<file path="src/rtl/cpu_multicycle.sv">
// cpu_multicycle: parametrised FETCH/EXEC/MEM multi-cycle core with handshaked instruction and data memory ports.
// Ports: CLK/RESET (sync, active-high); PC, IMEM_READ, IMEM_BUSYWAIT, INSTRUCTION form the fetch port;
// READ, WRITE, ADDRESS, WRITE_DATA, READ_DATA, BUSYWAIT form the data port (busywait protocol).
// Optional: define CPU_MULTICYCLE_MUL_EN to add opcode 0x0D (iterative shift-add multiply, DATA_W cycles).
module cpu_multicycle #(
    parameter int DATA_W = 8,
    parameter int NREGS  = 8,
    parameter int PC_W   = 32
) (
    input  logic              CLK,
    input  logic              RESET,
    output logic [PC_W-1:0]   PC,
    output logic              IMEM_READ,
    input  logic              IMEM_BUSYWAIT,
    input  logic [31:0]       INSTRUCTION,
    output logic              READ,
    output logic              WRITE,
    output logic [DATA_W-1:0] ADDRESS,
    output logic [DATA_W-1:0] WRITE_DATA,
    input  logic [DATA_W-1:0] READ_DATA,
    input  logic              BUSYWAIT
);
    localparam int RW = $clog2(NREGS);
    typedef enum logic [1:0] {FETCH, EXEC, MEM, MUL} state_t;
    state_t            state;
    logic [31:0]       ir;
    logic [DATA_W-1:0] regs [NREGS];
    logic [7:0]        op;
    logic [RW-1:0]     rd, rs1, rs2;
    logic [DATA_W-1:0] r1, r2, imm, alu, maddr;
    logic [PC_W-1:0]   pc4, target, next_pc;
    logic              is_alu, is_ld, is_mem, take;
    assign op  = ir[31:24];
    assign rd  = ir[16 +: RW];
    // modulo by a power of two keeps only the low index bits of the field
    assign rs1 = RW'(32'(ir[15:8]) % NREGS);
    assign rs2 = ir[0 +: RW];
    assign r1  = regs[rs1];
    assign r2  = regs[rs2];
    assign imm = DATA_W'($signed(ir[7:0]));
    assign pc4     = PC + PC_W'(4);
    assign target  = pc4 + (PC_W'($signed(ir[23:16])) << 2);
    assign is_alu  = op <= 8'h05;
    assign is_ld   = op == 8'h09 || op == 8'h0A;
    assign is_mem  = op >= 8'h09 && op <= 8'h0C;
    assign take    = op == 8'h06 || (op == 8'h07 && r1 == r2) || (op == 8'h08 && r1 != r2);
    assign next_pc = take ? target : pc4;
    assign maddr   = (op == 8'h09 || op == 8'h0B) ? r2 : imm;
    always_comb begin
        alu = op == 8'h00 ? imm :
              op == 8'h01 ? r2 :
              op == 8'h02 ? r1 + r2 :
              op == 8'h03 ? r1 - r2 :
              op == 8'h04 ? r1 & r2 : r1 | r2;
    end
`ifdef CPU_MULTICYCLE_MUL_EN
    localparam int CW = $clog2(DATA_W + 1);
    logic [DATA_W-1:0] acc, mcand, mplier, mul_step;
    logic [CW-1:0]     cnt;
    assign mul_step = acc + (mplier[0] ? mcand : '0);
`endif
    always_ff @(posedge CLK) begin
        if (RESET) begin
            state      <= FETCH;
            PC         <= '0;
            IMEM_READ  <= 1'b0;
            READ       <= 1'b0;
            WRITE      <= 1'b0;
            ADDRESS    <= '0;
            WRITE_DATA <= '0;
            ir         <= '0;
            for (int i = 0; i < NREGS; i++) regs[i] <= '0;
`ifdef CPU_MULTICYCLE_MUL_EN
            acc    <= '0;
            mcand  <= '0;
            mplier <= '0;
            cnt    <= '0;
`endif
        end else begin
            case (state)
                FETCH: begin
                    // the request is registered, so the first cycle after reset only raises it
                    if (IMEM_READ && !IMEM_BUSYWAIT) begin
                        ir        <= INSTRUCTION;
                        IMEM_READ <= 1'b0;
                        state     <= EXEC;
                    end else begin
                        IMEM_READ <= 1'b1;
                    end
                end
                EXEC: begin
                    if (is_mem) begin
                        ADDRESS    <= maddr;
                        WRITE_DATA <= r1;
                        READ       <= is_ld;
                        WRITE      <= !is_ld;
                        state      <= MEM;
                    end
`ifdef CPU_MULTICYCLE_MUL_EN
                    else if (op == 8'h0D) begin
                        acc    <= '0;
                        mcand  <= r1;
                        mplier <= r2;
                        cnt    <= '0;
                        state  <= MUL;
                    end
`endif
                    else begin
                        if (is_alu) regs[rd] <= alu;
                        PC        <= next_pc;
                        IMEM_READ <= 1'b1;
                        state     <= FETCH;
                    end
                end
                MEM: begin
                    if (!BUSYWAIT) begin
                        if (READ) regs[rd] <= READ_DATA;
                        READ      <= 1'b0;
                        WRITE     <= 1'b0;
                        PC        <= pc4;
                        IMEM_READ <= 1'b1;
                        state     <= FETCH;
                    end
                end
                default: begin
`ifdef CPU_MULTICYCLE_MUL_EN
                    acc    <= mul_step;
                    mcand  <= mcand << 1;
                    mplier <= mplier >> 1;
                    cnt    <= cnt + 1'b1;
                    if (cnt == CW'(DATA_W - 1)) begin
                        regs[rd]  <= mul_step;
                        PC        <= pc4;
                        IMEM_READ <= 1'b1;
                        state     <= FETCH;
                    end
`else
                    state <= FETCH;
`endif
                end
            endcase
        end
    end
endmodule
</file>
<file path="config.mk">
export PLATFORM = sky130hd
export DESIGN_NAME = cpu_multicycle
export DESIGN_NICKNAME = d
export VERILOG_FILES = /design/src/rtl/cpu_multicycle.sv
export SDC_FILE = /design/constraint.sdc
export NUM_CORES = 1
export LEC_CHECK = 0
export ABC_AREA = 1
export ABC_CLOCK_PERIOD_IN_PS = 3420
export BUFFER_PORTS_ARGS = -buffer_cell sky130_fd_sc_hd__buf_2
export CORE_UTILIZATION = 60
export CTS_CLUSTER_DIAMETER = 30
export DETAILED_ROUTE_END_ITERATION = 16
export GPL_TIMING_DRIVEN = 0
export PLACE_DENSITY = 0.78
export REMOVE_ABC_BUFFERS = 1
export SLEW_MARGIN = 20
export SYNTH_ARGS = -nofsm -noshare
export SYNTH_HDL_FRONTEND = slang
export SYNTH_SLANG_ARGS = --single-unit
</file>
<file path="constraint.sdc">
create_clock -name CLK -period 3.42 [get_ports CLK]
set_clock_uncertainty 0.1 [all_clocks]
set_input_delay 0.855 -clock CLK [delete_from_list [all_inputs] [get_ports CLK]]
set_output_delay 0.855 -clock CLK [all_outputs]
set_load 0.005 [all_outputs]
</file>
; ---- Word level (Yosys, flattened, before mapping)
; Memories as Yosys holds them, arrays and structs flattened. A register that Yosys moved wholly into a read port is not among the register bits.
; Cells that the tools add are included.
[word_totals]
reg_bits = 85
ramBits = 64
input_bits = 44
out_inout_bits = 51
word_cells = 101
memories = 1
[memory_table]
columns = memory, words, width, rd, rd_ports_with_merged_regs, write_ports, line
row1 = regs, 8, 8, 2, 2, 8, 27  ; logic [DATA_W-1:0] regs [NREGS];
[op_classes]
n_addsub = 4
n_lt_le_gt_ge = 3
eq_ne = 18
muxes = 43
bitwise_logic = 3
reduce_logical = 21
[ops]
columns = operator, n
row1 = $mux 32, 3
row2 = $mux 8, 8
row3 = $pmux 32 s2, 1
row4 = $add 32x3->32 const B, 1
row5 = $add 32x32->32, 1
row6 = $eq 8x4->1 const B, 4
row7 = $eq 8x3->1 const B, 3
row8 = $mux 1, 19
row9 = $eq 8x2->1 const B, 2
row10 = $mux 3, 5
row11 = $reduce_and 3->1, 3
row12 = $add 8x8->8, 1
row13 = $and 8x8->8, 1
row14 = $eq 8x1->1 const B, 1
row15 = $eq 8x8->1, 1
row16 = $ge 8x4->1 const B, 1
row17 = $le 8x3->1 const B, 1
row18 = $le 8x4->1 const B, 1
row19 = $logic_not 8->1, 1
row20 = $ne 2x2->1 const B, 4
row21 = $ne 8x8->1, 1
row22 = $or 8x8->8, 1
row23 = $reduce_or 8->1, 1
row24 = $sub 8x8->8, 1
row25 = other kinds (14), 26

; ---- Logic depth before layout (Yosys ltp)
[depth]
ltp_word = 9
mapped_depth = 24
mapped_depth_nobuf = 23

; ---- Worst setup path before layout
; OpenSTA, ideal clock, no wires.
[synth_path]
path_kind = reg-to-reg
from = register (tool-made name)
to = memory regs[2][6] (data pin)
setup_time_ps = 268
arrival_time_ps = 2732
required_ps = 3052
path_slack_ps = 320
path_stages_with_launch = 20
n_path_buf = 2
period_less_slack_ps = 3100
cell_sequence = dfxtp_1 buf_2 inv_1 buf_4 nor2_1 o21ai_0 inv_1 o21ai_1 inv_1 fa_1 o21ai_0 nand3_1 nand2_1 nand2_1 nand3_1 nand2_1 nand2_1 nand2_1 nand2_2 a21oi_1
[synth_rtl]
columns = item, line
row1 = to (decl), 27

==> results.md <==
* Status: complete, no violations
* Share of flip-flops with an asynchronous set or reset at 0%
* Yosys warning count at 0
* Wl on met1 at 13,800 µm
* Drt total wl at 34,900 µm
* Die Y at 138 µm
* Die W at 138 µm
* Antenna Cells at 0
* GP Congestion at 1.01
* Core area at 0.0180 mm²
* First drt pass iteration count at 6
* First-pass GRT wire length at 52,400 µm
* I/O Pins at 95
* Kind of critical path: register to register
* Worst Hold Depth at 2
* Layout fillers at 1,588
* FF-to-FF setup slack at 0.11 ns
* Reg2Reg Depth at 19
* GRT Total Usage at 36.6%
* HPWL after DPL at 23,700 µm
* Via count at 11,400
* Post-Syn Instances at 1,604
* DIE AREA at 0.0189 mm²
* Max Fclk at 0.302 GHz
* Hold path start: ir[6]
* Met2 wire len at 17,000 µm
* Number of flops mapped to enable cells by yosys at 64
* Hold Path Class: register to register
* Final min period at 3.31 ns
* Routed len/inst at 18.2 µm
* Number of buffers created by CTS at 17
* CP Capture Type: register
* MaxCap Viol Count at 0
* # DRC at 0
* Deepest clock path buffer count at 2
* Post-route setup slack at 0.111 ns
* CTS tree: yes
* CP most frequent cell: nand2_1
* Count of final setup violators at 0
* Synth cell types at 50
* Worst Hold End: ir[6]
* Vias in the first global route at 10,400
* Mapped Area at 0.0110 mm²
* Root Buffer: clkbuf_16
* Placed cells at 1,864
* # H-tree levels at 4
* Port Buf Inserts at 87
* Top_reg_cell synth: dfxtp_1
* Initial antenna violation count at 0
* Clock sink count at 148
* Worst path slowest cell: fa_2
* Detailed router's first-iteration violation count at 1,117
* FP Rows at 49
* Largest net degree at the start of global routing at 55
* R2r endpoint: regs[2][6]
* Clk_lat worst skew at 0.44 ns
* P per Cell Area at 833 mW/mm²
* Critical path launch point type: register
* Synth Area per Inst at 6.87 µm²
* Routed Antenna Nets at 0
* Crit path max fanout at 16
* GR Overflow Total at 0
* LEAKAGE at 5.70 nW
* Worst slew pin tran at 0.991 ns
* Overall power at 0.0105 W
* Synthesis-stage register bit count at 148
* Worst Path Arrival at 3.38 ns
* Slew headroom at 33.6%
* Fin crit share at 96.7%
* Peak VDD IR at 680 µV
* Vias/cell at 5.93
* Fin cells at 1,917
* Crit-path max cell delay at 0.40 ns
* Final nets at 1,785
* Slew Limit Fails at 0
* Initial core utilization at 61.3%
* CTS clk-pin slew, worst paths at 0.07 ns
* Required time of the critical path at 3.49 ns
* Area Growth Syn to Fin at 14.4%
* Critical Path, Cell by Cell: buf_12, inv_6, nor2_1, o211ai_1, o21ai_2, inv_1, ha_2, inv_1, fa_2, o21ai_4, nand3_1, nand2_1, nand2_1, nand3_1, nand2_1, nand2_1, nand2_1, nand2_4, a21oi_1
* Setup Slack @ Placement at -1.31 ns
* Endpoints failing hold at 0
* Share of cells above drive strength 1 at 15.3%
* Top Layer Used: met4
* Unrepaired setup endpoints after global routing: true
* WL met3 at 2490 µm
* Sequential area share after synthesis at 32.7%
worst max-delay path by stage:
stage	start	endpoint	slack, ns	cells past startpoint
after floorplan	register	PC[17]	-0.22	14
after global placement	register	PC[17]	-1.91	15
after detailed placement	register	PC[17]	-1.31	15
after CTS	register	PC[17]	0.01	15
after global routing	register	regs[2][6]	-0.07	21
final	register	regs[2][6]	0.11	19
layout make-up:
type | count | area, µm² | area share, %
Sequential cell | 148 | 3630 | 28.8
Tap cell | 229 | 287 | 2.27
Clock buffer | 17 | 425 | 3.38
Multi-Input combinational cell | 1210 | 6650 | 52.8
Inverter | 190 | 753 | 5.98
Timing Repair Buffer | 108 | 682 | 5.41
Clock inverter | 15 | 173 | 1.37
cell usage after synthesis (2+ instances only):
master,number,area (µm²)
nor2_2,2,12.5
buf_4,4,30.0
and2_1,2,12.5
inv_1,181,679
nand2_1,313,1170
a21oi_1,188,941
nand3_2,3,30.0
o21ai_0,193,966
nand2_2,13,81.3
clkbuf_1,26,97.6
o21ai_2,3,26.3
or2_2,7,43.8
nor2_4,4,45.0
nor3_1,19,95.1
o211ai_1,17,128
a31oi_1,3,18.8
dfxtp_1,84,1680
o21ai_1,9,45.0
nand2_4,8,90.1
o21a_1,10,75.1
nand4_1,13,81.3
nor2_1,190,713
ha_1,63,788
nand3_1,81,405
xor2_1,22,193
edfxtp_1,64,1920
buf_2,19,95.1
o21bai_1,6,45.0
fa_1,3,60.1
nand3b_1,7,52.6
a21o_1,2,15.0
buf_6,7,78.8
xnor2_1,15,131
inv_2,7,26.3
cell families after synthesis:
group	synth area share, %
AOI/OAI and AO/OA	21.0
xor gates and xnor gates	2.94
adders and majority gates	7.70
buffers and inverters	9.31
DFF	32.7
other	0.0340
and+or+nand+nor	26.3
cells in the final DEF, fill, tap and decap left out, types with 5 or more instances in the layout:
cell type,n
a21oi_1,184
buf_12,5
buf_2,87
buf_4,11
clkbuf_16,17
dfxtp_1,73
dfxtp_2,7
edfxtp_1,64
ha_1,56
inv_1,175
inv_2,10
inv_6,6
nand2_1,311
nand2_2,12
nand2_4,10
nand3_1,79
nand3b_1,7
nand4_1,13
nor2_1,176
nor2_2,15
nor2_4,5
nor3_1,18
o211ai_1,17
o21a_1,10
o21ai_0,179
o21ai_1,11
o21ai_2,11
o21bai_1,6
or2_2,7
xnor2_1,14
xor2_1,22
state kept, by name, indices dropped and copies added, names as in the netlist, 2 cells and up, named ones only:
register / flops
WRITE_DATA: 8
ir: 27
ADDRESS: 8
PC: 30
state: 2
regs: 64
per-layer routing:
metal  track usage [%]  up-vias
met2              62.9      524
li1                  -     5479
met5                 0        -
met1              44.6     5259
met3              4.30      100
met4              19.8        0
critical path: cells and delay by family (launching register included):
| family | cells | cell delay, ns |
|---|---|---|
| adders and majority gates | 2 | 0.62 |
| buffers and inverters | 4 | 0.48 |
| and+or+nand+nor | 9 | 0.73 |
| AOI/OAI and AO/OA | 4 | 0.73 |
| DFF | 1 | 0.36 |
where the power goes:
part	internal, W	leakage, nW	switching [W]	total (W)
sequential	0.00217	1.35	0.000455	0.00262
combinational	0.00206	4.06	0.00388	0.00594
clock	0.00110	0.288	0.000841	0.00194
stage by stage:
stage / hold slack, ns / util, % / instance area [µm²] / setup TNS (ns)
3_3_place_gp: 0.359 / 63.6 / 11400 / -248.80
5_1_grt: 0.399 / 70.1 / 12600 / -0.417
6_report: 0.369 / 70.1 / 12600 / 0
4_1_cts: 0.373 / 68.3 / 12300 / 0
2_1_floorplan: 0.346 / - / 10700 / -6.18
3_5_place_dp: 0.363 / 63.8 / 11500 / -73.57
timing repair:
| action | CTS | global route |
|---|---|---|
| cloned | 1 | 0 |
| resized for setup | 45 | 52 |
| setup endpoints to repair | 86 | 69 |
| setup buffers | 6 | 14 |
| hold buffers | 0 | 0 |
| pin swaps | 1 | 9 |
Power figures use the tool's default switching activity.
